### config.mk
export PLATFORM = sky130hd
export DESIGN_NAME = pwm_fade_controller_flat
export DESIGN_NICKNAME = d
export VERILOG_FILES = /design/src/rtl/pwm_fade_if.sv /design/src/rtl/pwm_fade_controller.sv /design/src/flat_wrapper.sv
export SDC_FILE = /design/constraint.sdc
export NUM_CORES = 1
export LEC_CHECK = 0
export BUFFER_PORTS_ARGS = -buffer_cell sky130_fd_sc_hd__buf_2
export CAP_MARGIN = 5
export CORE_ASPECT_RATIO = 1.4
export CORE_UTILIZATION = 55
export CTS_CLUSTER_DIAMETER = 50
export CTS_CLUSTER_SIZE = 40
export DETAILED_ROUTE_END_ITERATION = 16
export MAX_ROUTING_LAYER = met4
export PLACE_DENSITY = 0.75
export RECOVER_POWER = 100
export SLEW_MARGIN = 20
export SYNTH_ARGS = -nofsm -noshare
export SYNTH_HDL_FRONTEND = slang
export SYNTH_SLANG_ARGS = --single-unit
### constraint.sdc
create_clock -name clk -period 4.4 [get_ports clk]
set_input_delay 0.88 -clock clk [delete_from_list [all_inputs] [get_ports clk]]
set_output_delay 0.88 -clock clk [all_outputs]
set_load 0.005 [all_outputs]
### src/rtl/pwm_fade_if.sv
// pwm_fade_if: config handshake carrying target, step and prescaler into the fade controller
interface pwm_fade_if #(
  parameter int DUTY_W  = 8,
  parameter int PRESC_W = 16
);
  logic               cfg_valid;
  logic               cfg_ready;
  logic [DUTY_W-1:0]  cfg_target;
  logic [DUTY_W-1:0]  cfg_step;
  logic [PRESC_W-1:0] cfg_presc;
  modport master (output cfg_valid, cfg_target, cfg_step, cfg_presc, input cfg_ready);
  modport slave  (input cfg_valid, cfg_target, cfg_step, cfg_presc, output cfg_ready);
endinterface

### src/rtl/pwm_fade_controller.sv
// pwm_fade_controller: ramps duty_o to a commanded target in clamped steps at a prescaled tick rate
// FADE_BREATHE_EN makes the ramp ping-pong endlessly between the accept-time duty and the target
module pwm_fade_controller #(
  parameter int DUTY_W    = 8,
  parameter int PRESC_W   = 16,
  parameter int INIT_DUTY = 0
) (
  input  logic              clk,
  input  logic              rst,
  pwm_fade_if.slave         cfg,
  input  logic              abort_i,
  output logic [DUTY_W-1:0] duty_o,
  output logic              busy_o,
  output logic              done_o
);
  typedef enum logic [1:0] {IDLE, RAMP, HOLD} state_t;
  localparam logic [DUTY_W-1:0] INIT = DUTY_W'(INIT_DUTY);
  state_t             state_q, state_d;
  logic [DUTY_W-1:0]  duty_q, duty_d, target_q, target_d, step_q, step_d, nxt;
  logic [PRESC_W-1:0] presc_q, presc_d, cnt_q, cnt_d;
  logic               up_q, up_d, busy_q, busy_d, done_q, done_d;
  logic               accept, same, tick, land;
  logic [DUTY_W:0]    sum, diff;
`ifdef FADE_BREATHE_EN
  logic [DUTY_W-1:0]  origin_q, origin_d;
  assign cfg.cfg_ready = !abort_i;
`else
  assign cfg.cfg_ready = (state_q != RAMP) && !abort_i;
`endif
  assign accept = cfg.cfg_valid && cfg.cfg_ready;
  assign same   = cfg.cfg_target == duty_q;
  assign tick   = (state_q == RAMP) && (cnt_q == presc_q);
  // one extra bit so the clamp sees carry/borrow instead of a wrapped value
  assign sum    = {1'b0, duty_q} + {1'b0, step_q};
  assign diff   = {1'b0, duty_q} - {1'b0, step_q};
  assign nxt    = up_q ? ((sum >= {1'b0, target_q}) ? target_q : sum[DUTY_W-1:0])
                       : ((diff[DUTY_W] || diff[DUTY_W-1:0] <= target_q) ? target_q : diff[DUTY_W-1:0]);
  assign land   = tick && !abort_i && (nxt == target_q);
  always_ff @(posedge clk or posedge rst) begin
    if (rst) begin
      state_q  <= IDLE;
      duty_q   <= INIT;
      target_q <= '0;
      step_q   <= '0;
      presc_q  <= '0;
      cnt_q    <= '0;
      up_q     <= 1'b0;
      busy_q   <= 1'b0;
      done_q   <= 1'b0;
`ifdef FADE_BREATHE_EN
      origin_q <= '0;
`endif
    end else begin
      state_q  <= state_d;
      duty_q   <= duty_d;
      target_q <= target_d;
      step_q   <= step_d;
      presc_q  <= presc_d;
      cnt_q    <= cnt_d;
      up_q     <= up_d;
      busy_q   <= busy_d;
      done_q   <= done_d;
`ifdef FADE_BREATHE_EN
      origin_q <= origin_d;
`endif
    end
  end
  always_comb begin
`ifdef FADE_BREATHE_EN
    state_d = abort_i ? IDLE : accept ? (same ? HOLD : RAMP) : state_q;
`else
    state_d = abort_i ? IDLE : accept ? (same ? HOLD : RAMP) : land ? HOLD : state_q;
`endif
  end
  always_comb begin
    duty_d   = (tick && !abort_i && !accept) ? nxt : duty_q;
    cnt_d    = tick ? '0 : (state_q == RAMP) ? cnt_q + 1'b1 : cnt_q;
    target_d = target_q;
    step_d   = step_q;
    presc_d  = presc_q;
    up_d     = up_q;
`ifdef FADE_BREATHE_EN
    origin_d = origin_q;
`endif
    if (accept) begin
      target_d = cfg.cfg_target;
      step_d   = (cfg.cfg_step == '0) ? DUTY_W'(1) : cfg.cfg_step;
      presc_d  = cfg.cfg_presc;
      up_d     = cfg.cfg_target > duty_q;
      cnt_d    = '0;
`ifdef FADE_BREATHE_EN
      origin_d = duty_q;
    end else if (land) begin
      target_d = origin_q;
      origin_d = target_q;
      up_d     = !up_q;
`endif
    end
  end
  always_comb begin
    busy_d = state_d == RAMP;
    done_d = !abort_i && ((accept && same) || (land && !accept));
  end
  assign duty_o = duty_q;
  assign busy_o = busy_q;
  assign done_o = done_q;
endmodule

### src/flat_wrapper.sv
// flat-port wrapper written by rule: the top's interface ports become plain ports
module pwm_fade_controller_flat 
#(
  parameter int DUTY_W    = 8,
  parameter int PRESC_W   = 16,
  parameter int INIT_DUTY = 0
)
  (clk, rst, abort_i, duty_o, busy_o, done_o, cfg_cfg_valid, cfg_cfg_target, cfg_cfg_step, cfg_cfg_presc, cfg_cfg_ready);
  pwm_fade_if #(.DUTY_W(DUTY_W), .PRESC_W(PRESC_W)) cfg_i ();
  input  logic clk;
  input  logic rst;
  input  logic abort_i;
  output logic [DUTY_W-1:0] duty_o;
  output logic busy_o;
  output logic done_o;
  input wire logic [$bits(cfg_i.cfg_valid)-1:0] cfg_cfg_valid;
  input wire logic [$bits(cfg_i.cfg_target)-1:0] cfg_cfg_target;
  input wire logic [$bits(cfg_i.cfg_step)-1:0] cfg_cfg_step;
  input wire logic [$bits(cfg_i.cfg_presc)-1:0] cfg_cfg_presc;
  output wire logic [$bits(cfg_i.cfg_ready)-1:0] cfg_cfg_ready;
  assign cfg_i.cfg_valid = cfg_cfg_valid;
  assign cfg_i.cfg_target = cfg_cfg_target;
  assign cfg_i.cfg_step = cfg_cfg_step;
  assign cfg_i.cfg_presc = cfg_cfg_presc;
  assign cfg_cfg_ready = cfg_i.cfg_ready;
  pwm_fade_controller #(.DUTY_W(DUTY_W), .PRESC_W(PRESC_W), .INIT_DUTY(INIT_DUTY)) u_core (.clk(clk), .rst(rst), .cfg(cfg_i), .abort_i(abort_i), .duty_o(duty_o), .busy_o(busy_o), .done_o(done_o));
endmodule
==> metrics.csv, run 1 <==
metric,value,unit
cts_resized,0,
p_clk_share,25.6,%
r2r_cells,14,
numCtsBuffers,9,
seqPwrFrac,31.5,%
drt_wl_total,11.5,mm
required,4.63,ns
rsz0062_at_grt,no,
syn_area_per_cell,8.87,sq um
cap_violations,2,
overflow,0,
synth_largest_area_cell,dfrtp_1,
track_usage,29.3,%
async_flop_share,100,%
period_share,93.9,%
nFillCells,715,
clk_path_buf_depth,2,
dieArea,0.00863,sq mm
outcome,finished with violations,
diodes,0,
initial_core_util,57.5,%
place_ws,0.377,ns
grt_pass1_wl,18.2,mm
cts_tree,done,
ys.flop_type,dfrtp_1,
drtIter0Drc,297,
rrSetupSlack,0.27,ns
r2r_end,u_core.duty_o[0]$_DFFE_PP0P_,
slowest_stage,ha_1,
die_h,109,um
setup_violations,0,
fin_skew,0.0153,ns
finalHoldViolations,0,
post_cts_buffers,0,
startpoint_type,flip-flop,
max_stage_delay,0.50,ns
synth_nets,591,
crit_path_end_kind,flip-flop,
gp_congestion,0.909,
antenna_found_initial,0,
min_path_cells,2,
drtPass1Iterations,5,
worstHoldStart,u_core.presc_q[7]$_DFFE_PP0P_,
nNetsFinal,632,
min_period,4.13,ns
ant_nets,0,
hold_slack,0.498,ns
fp.dieW,78.8,um
slew_headroom,-39.3,%
syn2layout_area_growth,10.5,%
final_cells,658,
violations,"capacitance limit, slew limit",
worst_setup_hold_path_clk_slew,0.08,ns
grt_start_max_net_pins,52,
ioPinCount,47,
path_max_fanout,7,
h-tree-depth,3,
drt-vias-per-instance,5.80,
netlist_instances,512,
place_area,0.00482,sq mm
finalWorstSetupSlack,0.267,ns
timing.rr.start,u_core.duty_o[4]$_DFFE_PP0P_,
maxSlewViolCount,83,
swShare,39.2,%
rows,38,
p_leak,0.00241,uW
p_sw,896,uW
placed_cells,642,
clock_latency,0.36,ns
clockRootBuffer,clkbuf_8,
design_area,0.00501,sq mm
ys_types,62,
drc,0,
p_int,1390,uW
setup_tns,0,ns
worstHoldPathType,flip-flop to flip-flop,
combPwrFrac,42.9,%
portBuffers,46,
synth_edf_count,0,
yosysWarnings,0,
via_count,3815,
cp_cell_sequence,"ha_1, inv_1, a221oi_2, nand3_1, a21oi_1, xor2_1, ha_1, nand3_1, o311ai_2, a21oi_4, and2_4, a21oi_1, nor3_1, a221o_1",
p_per_area,456,mW/mm^2
worst_pin_slew,2.09,ns
drive_above_1_share,14.2,%
worstSetupPathType,flip-flop to flip-flop,
fmax,0.242,GHz
yosysSeqAreaShare,33.6,%
cts_sinks,61,
synth_area,0.00454,sq mm
wl_per_cell,17.5,um
cts_hold_buf,0,
ys_seq_elements,61,
yosysTopAreaCellShare,33.6,%
ir_worst_vdd,309,uV
synth_area_leaders,"dfrtp_1 34%, ha_1 11%, nand2_1 6.7%, o21ai_0 5.6%, xor2_1 5.0%",
post-dp-hpwl,8.79,mm
grt_pass1_vias,3780,
hold-path-endpoint,u_core.presc_q[7]$_DFFE_PP0P_,
arrival,4.37,ns
core,0.00789,sq mm
[layout make-up]
| type | count | area, sq um | share of cell area [%] |
|---|---|---|---|
| repair buffers | 51 | 243 | 4.84 |
| well taps | 100 | 125 | 2.50 |
| multi-input cells | 392 | 2750 | 54.9 |
| clock buffers | 11 | 141 | 2.82 |
| inverters | 38 | 143 | 2.84 |
| flip-flops and latches | 61 | 1530 | 30.4 |
| clock inverters | 5 | 83.8 | 1.67 |
[cells in the mapped netlist, types with 4 or more instances]
| cell | number |
|---|---|
| a21o_1 | 8 |
| a21oi_1 | 17 |
| and3_1 | 9 |
| clkbuf_1 | 15 |
| dfrtp_1 | 61 |
| ha_1 | 41 |
| inv_1 | 38 |
| mux2_2 | 5 |
| mux2i_1 | 7 |
| nand2_1 | 81 |
| nand2b_1 | 5 |
| nand3_1 | 17 |
| nand4_1 | 6 |
| nor2_1 | 25 |
| nor2b_1 | 7 |
| nor3_1 | 4 |
| nor4_1 | 5 |
| o21a_1 | 5 |
| o21ai_0 | 51 |
| o31ai_1 | 5 |
| or3_1 | 4 |
| xnor2_1 | 21 |
| xor2_1 | 26 |
[critical path: cells and delay by family (launching register included)]
| family | cells | cell delay [ns] |
|---|---|---|
| compound gates | 6 | 1.82 |
| xor+xnor | 1 | 0.13 |
| fa+ha+maj | 2 | 0.86 |
| buf+inv | 1 | 0.17 |
| flops | 1 | 0.46 |
| simple gates | 4 | 0.57 |
[per-layer routing]
metal / part of all wire [%] / up-vias / GRT usage [%]
met2: 54 / 115 / 53.9
met4: 3.0 / 0 / 13.6
met1: 39 / 1825 / 30.5
met5: 0 / - / -
li1: - / 1852 / -
met3: 3.4 / 23 / 4.40
[power by group through the flow]
stage,clock [uW],sequential (uW),combinational [uW]
after floorplan,0,701,769
after global placement,0,725,963
after detailed placement,0,728,979
after CTS,589,716,986
after global routing,612,727,1070
final,585,719,981
[through the flow]
step                total power, uW  utilization [%]
floorplan                      1470                -
global placement               1690             61.1
detailed placement             1710             61.1
CTS                            2290             64.0
global route                   2410             63.5
finish                         2280             63.5
[state kept, by name, summed over array words and instances, names as in the netlist]
| register | flops |
|---|---|
| u_core.step_q | 8 |
| u_core.target_q | 8 |
| u_core.state_q | 2 |
| u_core.up_q | 1 |
| u_core.busy_o | 1 |
| u_core.done_o | 1 |
| u_core.presc_q | 16 |
| u_core.cnt_q | 16 |
| u_core.duty_o | 8 |
[cell usage in the layout (no fill, tap or decap), types with 6 or more instances in the layout]
cell / n
xnor2_1: 21
a21o_1: 8
nand4_1: 6
mux2i_1: 7
buf_2: 37
dfrtp_1: 61
o21ai_0: 51
nor2b_1: 7
nand2_1: 81
nor2_1: 25
nand3_1: 17
ha_1: 41
and3_1: 9
clkbuf_8: 10
inv_1: 38
xor2_1: 26
clkbuf_1: 13
a21oi_1: 17
[how the worst max path moves through the flow]
| stage | startpoint | endpoint | slack (ns) | cells after the start |
|---|---|---|---|---|
| 4_1_cts | u_core.duty_o[0]$_DFFE_PP0P_ | u_core.duty_o[2]$_DFFE_PP0P_ | 0.35 | 15 |
| 3_5_place_dp | u_core.duty_o[0]$_DFFE_PP0P_ | u_core.duty_o[2]$_DFFE_PP0P_ | 0.38 | 15 |
| 5_1_grt | u_core.duty_o[0]$_DFFE_PP0P_ | u_core.duty_o[4]$_DFFE_PP0P_ | 0.06 | 16 |
| 6_report | u_core.duty_o[4]$_DFFE_PP0P_ | u_core.duty_o[0]$_DFFE_PP0P_ | 0.27 | 14 |
| 3_3_place_gp | u_core.duty_o[4]$_DFFE_PP0P_ | u_core.duty_o[0]$_DFFE_PP0P_ | 0.42 | 14 |
| 2_1_floorplan | u_core.duty_o[0]$_DFFE_PP0P_ | u_core.duty_o[2]$_DFFE_PP0P_ | 0.62 | 15 |
[logic make-up after synthesis]
| group | count (synthesis) | share of synthesized area [%] |
|---|---|---|
| muxes | 12 | 2.78 |
| adders and majority gates | 43 | 12.2 |
| and+or+nand+nor | 171 | 17.6 |
| DFF | 61 | 33.6 |
| AOI/OAI and AO/OA | 119 | 19.2 |
| xor gates and xnor gates | 47 | 9.07 |
| buffers and inverters | 59 | 5.57 |
(Power assumes the default switching activity.)
==> run 2, diff against run 1 <==
==> constraint.sdc (replaced) <==
create_clock -name clk -period 4.4 [get_ports clk]
set_input_delay 0.66 -clock clk [delete_from_list [all_inputs] [get_ports clk]]
set_output_delay 0.66 -clock clk [all_outputs]
set_load 0.005 [all_outputs]
==> run 2 against run 1 <==
Net effect:
- clock-buffer cell count down 1
- setup slack better by 0.028 ns
- first-iteration DRC count down 29%
- the flow still finishes with violations (capacitance limit, slew limit)
- register-to-register slack better by 0.03 ns
- core utilization down 0.30 points
- highest routed layer unchanged
- sequential power about the same
- fmax up 0.67%
==> metrics.csv, run 2 (synthesis gave the netlist of run 1 again) <==
metric,value,unit
cts_resized,0,
grt_start_max_net_pins,53,
required,4.60,ns
setup_violations,0,
crit_path_end_kind,flip-flop,
min_period,4.11,ns
setup_tns,0,ns
max_stage_delay,0.43,ns
violations,"capacitance limit, slew limit",
fmax,0.244,GHz
die_h,109,um
track_usage,29.4,%
gp_congestion,0.913,
p_clk_share,23.3,%
ioPinCount,47,
initial_core_util,57.5,%
ff_latch_area,0.00153,sq mm
cap_violations,1,
fp.dieW,78.8,um
drt-vias-per-instance,5.82,
worst_setup_hold_path_clk_slew,0.08,ns
cts_hold_buf,0,
portBuffers,46,
core,0.00789,sq mm
cp_cell_sequence,"ha_1, fa_1, nor2b_1, o31ai_4, o31ai_2, xnor2_1, ha_1, a21o_1, a2111oi_4, o311ai_2, a21oi_4, mux2_2, a21oi_1, o21ai_0, a21boi_0",
fin_skew,0.0119,ns
syn2layout_area_growth,9.95,%
p_int,1330,uW
drive_above_1_share,14.7,%
multi_input_area,0.00275,sq mm
final_common_cell,nand2_1,
p_sw,887,uW
swShare,40.0,%
seqPwrFrac,32.4,%
nFillCells,712,
layout_common_cells,"81 x nand2_1, 61 x dfrtp_1, 51 x o21ai_0",
outcome,finished with violations,
via_count,3827,
p_leak,0.00241,uW
drt_wl_total,11.5,mm
slowest_stage,dfrtp_1,
clk_path_buf_depth,2,
wl_per_cell,17.6,um
rsz0062_at_grt,no,
h-tree-depth,3,
p_per_area,444,mW/mm^2
maxSlewViolCount,45,
antenna_found_initial,0,
drtIter0Drc,210,
drtPass1Iterations,5,
rows,38,
diodes,0,
cts_tree,done,
path_buf_inv,0,
ant_nets,0,
grt_pass1_wl,18.4,mm
dieArea,0.00863,sq mm
top_regs,"u_core.cnt_q: 16 flops, u_core.presc_q: 16 flops",
startpoint_type,flip-flop,
cts_sinks,61,
overflow,0,
worst_pin_slew,2.30,ns
drc,0,
clockRootBuffer,clkbuf_8,
cp_top_family,compound AO/OA/AOI/OAI gates,
path_max_fanout,5,
finalHoldViolations,0,
post_cts_buffers,0,
numCtsBuffers,9,
worstHoldPathType,input port to asynchronous set/reset pin,
slew_headroom,-53.1,%
clock_latency,0.35,ns
ir_worst_vdd,393,uV
worstSetupPathType,flip-flop to flip-flop,
post-dp-hpwl,8.92,mm
nNetsFinal,631,
cpMostUsedCell,ha_1,
arrival,4.30,ns
rrSetupSlack,0.29,ns
combPwrFrac,44.3,%
period_share,93.3,%
fin_total_pwr,2220,uW
grt_pass1_vias,3863,
## run 2: changes by cell type in the layout (fill, tap and decap cells not counted), sizes merged
| cell | delta |
|---|---|
| buf | +2 |
| clkinv | +1 |
| bufinv | -1 |
| clkbuf | -4 |
| clkinvlp | +1 |
## run 2: stage by stage
step | cell area (sq um) | util (%) | hold WS (ns) | setup slack (ns) | cells
global route | 4990 | 63.2 | 0.495 | 0.131 | 657
CTS | 5020 | 63.6 | 0.304 | 0.336 | 657
finish | 4990 | 63.2 | 0.428 | 0.295 | 657
detailed placement | 4820 | 61.0 | 0.484 | 0.355 | 641
global placement | 4820 | 61.0 | 0.482 | 0.425 | 641
floorplan | 4540 | - | 0.465 | 0.622 | 512
## run 2: power groups by stage
| stage | clock, uW | sequential (uW) | combinational, uW |
|---|---|---|---|
| CTS | 521 | 717 | 983 |
| finish | 516 | 719 | 982 |
| detailed placement | 0 | 728 | 976 |
| global placement | 0 | 725 | 962 |
| global route | 548 | 729 | 1080 |
| floorplan | 0 | 701 | 769 |
## run 2: worst reg2reg max path, cell delays in order, from the launching register on
cell       delay (ns)
dfrtp_1          0.43
ha_1             0.24
fa_1             0.40
nor2b_1          0.17
o31ai_4          0.28
o31ai_2          0.16
xnor2_1          0.25
ha_1             0.29
a21o_1           0.19
a2111oi_4        0.37
o311ai_2         0.22
a21oi_4          0.20
mux2_2           0.35
a21oi_1          0.12
o21ai_0          0.11
a21boi_0         0.16
## run 2: area by class of cell
class	instances	share of cell area (%)
Sequential cell	61	30.6
Clock buffer	10	2.76
Multi-Input combinational cell	392	55.2
Clock inverter	6	1.25
Timing Repair Buffer	50	4.89
Tap cell	100	2.51
Inverter	38	2.86
## run 2: path summary, 6_finish.rpt
| check | end | depth (start not counted) | startpoint |
|---|---|---|---|
| min in group clk | u_core.presc_q[12]$_DFFE_PP0P_ | 2 | u_core.presc_q[12]$_DFFE_PP0P_ |
| worst max register to register | u_core.duty_o[2]$_DFFE_PP0P_ | 15 | u_core.duty_o[0]$_DFFE_PP0P_ |
| worst max-delay path | u_core.duty_o[2]$_DFFE_PP0P_ | 15 | u_core.duty_o[0]$_DFFE_PP0P_ |
| worst min-delay path | u_core.up_q$_DFFE_PP0P_ | 2 | rst |
| max in group asynchronous | u_core.duty_o[3]$_DFFE_PP0P_ | 3 | rst |
| worst min register to register | u_core.presc_q[12]$_DFFE_PP0P_ | 2 | u_core.presc_q[12]$_DFFE_PP0P_ |
## run 2: routing by layer
layer / up-vias / global-route usage (%) / routed length (um)
li1: 1845 / - / -
met1: 1838 / 29.9 / 4510
met2: 107 / 53.4 / 6130
met3: 37 / 4.65 / 355
met4: 0 / 16.4 / 535
met5: - / - / 0
==> run 3, diff against run 2 <==
--- a/config.mk
+++ b/config.mk
@@ -7,13 +7,15 @@
 export LEC_CHECK = 0
 export BUFFER_PORTS_ARGS = -buffer_cell sky130_fd_sc_hd__buf_2
 export CAP_MARGIN = 5
+export CELL_PAD_IN_SITES_DETAIL_PLACEMENT = 1
+export CELL_PAD_IN_SITES_GLOBAL_PLACEMENT = 2
 export CORE_ASPECT_RATIO = 1.4
-export CORE_UTILIZATION = 55
+export CORE_UTILIZATION = 37
 export CTS_CLUSTER_DIAMETER = 50
 export CTS_CLUSTER_SIZE = 40
 export DETAILED_ROUTE_END_ITERATION = 16
 export MAX_ROUTING_LAYER = met4
-export PLACE_DENSITY = 0.75
+export PLACE_DENSITY_LB_ADDON = 0.1
 export RECOVER_POWER = 100
 export SLEW_MARGIN = 20
 export SYNTH_ARGS = -nofsm -noshare
==> run 3 against run 2 <==
Net effect:
- the flow still finishes with violations (capacitance limit, slew limit)
- wire length up 20%
- total power up 19%
- clock skew down 0.0048 ns
- first-iteration DRC count down 59%
- die area up 47%
- via count up 0.16%
- critical endpoint unchanged
- largest cell class unchanged
==> metrics.csv, run 3 (synthesis gave the netlist of run 1 again) <==
metric,value,unit
rows,47,
p_leak,0.00250,uW
diodes,0,
drc,0,
nNetsFinal,633,
path_max_fanout,5,
wl_per_cell,19.6,um
outcome,finished with violations,
place_area,0.00489,sq mm
worstHoldStart,u_core.presc_q[8]$_DFFE_PP0P_,
slew_headroom,-54.4,%
cts_sinks,61,
dieArea,0.0127,sq mm
seqPwrFrac,27.6,%
r2r_cells,15,
crit_path_end_kind,flip-flop,
p_clk_share,34.0,%
worstSetupPathType,flip-flop to flip-flop,
fmax,0.245,GHz
die_h,133,um
fin_skew,0.00703,ns
clockRootBuffer,clkbuf_16,
path_buf_inv,0,
cp_cell_sequence,"ha_1, fa_1, nor2b_1, o31ai_4, o31ai_2, xnor2_1, ha_1, a21o_1, a2111oi_4, o311ai_2, a21oi_4, mux2_2, a21oi_1, o21ai_0, a21boi_0",
required,4.58,ns
post_cts_buffers,0,
setup_violations,0,
worst_setup_hold_path_clk_slew,0.05,ns
design_area,0.00523,sq mm
setup_tns,0,ns
syn2layout_area_growth,15.3,%
drtPass1Iterations,4,
final_common_cell,nand2_1,
overflow,0,
drt_wl_total,13.8,mm
initial_core_util,38.2,%
arrival,4.25,ns
top_regs,"u_core.cnt_q: 16 flops, u_core.presc_q: 16 flops",
h-tree-depth,3,
swShare,35.9,%
core,0.0119,sq mm
portBuffers,46,
cap_violations,2,
period_share,92.6,%
violations,"capacitance limit, slew limit",
startpoint_type,flip-flop,
drtIter0Drc,86,
p_int,1690,uW
drive_above_1_share,15.4,%
grt_pass1_wl,21.8,mm
timing.rr.start,u_core.duty_o[0]$_DFFE_PP0P_,
ioPinCount,47,
via_count,3833,
grt_pass1_vias,4096,
maxSlewViolCount,101,
numCtsBuffers,9,
hold-path-endpoint,u_core.presc_q[8]$_DFFE_PP0P_,
p_sw,945,uW
ant_nets,0,
clk_path_buf_depth,2,
cts_hold_buf,0,
gp_congestion,0.856,
r2r_end,u_core.duty_o[2]$_DFFE_PP0P_,
cts_tree,done,
p_per_area,503,mW/mm^2
min_path_cells,2,
fp.dieW,95.6,um
fin_total_pwr,2630,uW
ir_worst_vdd,203,uV
finalHoldViolations,0,
clock_latency,0.33,ns
grt_start_max_net_pins,52,
rsz0062_at_grt,no,
antenna_found_initial,0,
nFillCells,1429,
worst_pin_slew,2.30,ns
rrSetupSlack,0.33,ns
post-dp-hpwl,10.9,mm
cp_top_family,compound AO/OA/AOI/OAI gates,
layout_common_cells,"81 x nand2_1, 61 x dfrtp_1, 51 x o21ai_0",
min_period,4.07,ns
slowest_stage,dfrtp_1,
cts_resized,0,
track_usage,24.0,%
cpMostUsedCell,ha_1,
worstHoldPathType,flip-flop to flip-flop,
combPwrFrac,38.4,%
max_stage_delay,0.43,ns
drt-vias-per-instance,5.43,
## run 3: metal layers
layer  wire length, um  track usage (%)  share of wire, %  vias to the layer above
met1              5280             24.7                38                     1907
li1                  -                -                 -                     1849
met2              7760             43.6                56                       52
met4               533             11.3               3.9                        0
met5                 0                -                 0                        -
met3               270             3.51               2.0                       25
## run 3: final cells by class
class	count	area, sq um	area share [%]
inverters	38	144	2.75
clock buffers	10	239	4.57
flip-flops and latches	61	1530	29.2
multi-input cells	392	2750	52.5
clock inverters	6	134	2.56
well taps	147	184	3.52
repair buffers	52	259	4.95
## run 3: metrics by stage
stage / hold WS, ns / cells / utilization (%) / setup slack [ns]
2_1_floorplan: 0.465 / 512 / - / 0.622
3_3_place_gp: 0.480 / 690 / 41.2 / 0.407
3_5_place_dp: 0.485 / 690 / 41.2 / 0.345
4_1_cts: 0.445 / 706 / 44.3 / 0.319
5_1_grt: 0.520 / 706 / 44.0 / 0.0585
6_report: 0.495 / 706 / 44.0 / 0.325
## run 3: how the worst max path moves through the flow
stage / from / to / slack (ns) / cells after the start
after floorplan: u_core.duty_o[0]$_DFFE_PP0P_ / u_core.duty_o[2]$_DFFE_PP0P_ / 0.62 / 15
after global placement: u_core.duty_o[0]$_DFFE_PP0P_ / u_core.duty_o[2]$_DFFE_PP0P_ / 0.41 / 15
after detailed placement: u_core.duty_o[0]$_DFFE_PP0P_ / u_core.duty_o[2]$_DFFE_PP0P_ / 0.34 / 15
after CTS: u_core.duty_o[0]$_DFFE_PP0P_ / u_core.duty_o[2]$_DFFE_PP0P_ / 0.32 / 15
after global routing: u_core.duty_o[3]$_DFFE_PP0P_ / u_core.duty_o[2]$_DFFE_PP0P_ / 0.06 / 14
final: u_core.duty_o[0]$_DFFE_PP0P_ / u_core.duty_o[2]$_DFFE_PP0P_ / 0.33 / 15
## run 3: worst min-delay path: stages (launching register included)
cell     delay (ns)
dfrtp_1        0.35
nand2_1        0.05
nand2_1        0.06
## run 3: power by group through the flow
stage	clock (uW)	sequential [uW]	combinational [uW]
2_1_floorplan	0	701	769
3_3_place_gp	0	735	1000
3_5_place_dp	0	736	1030
4_1_cts	915	727	1030
5_1_grt	934	736	1120
6_report	895	726	1010
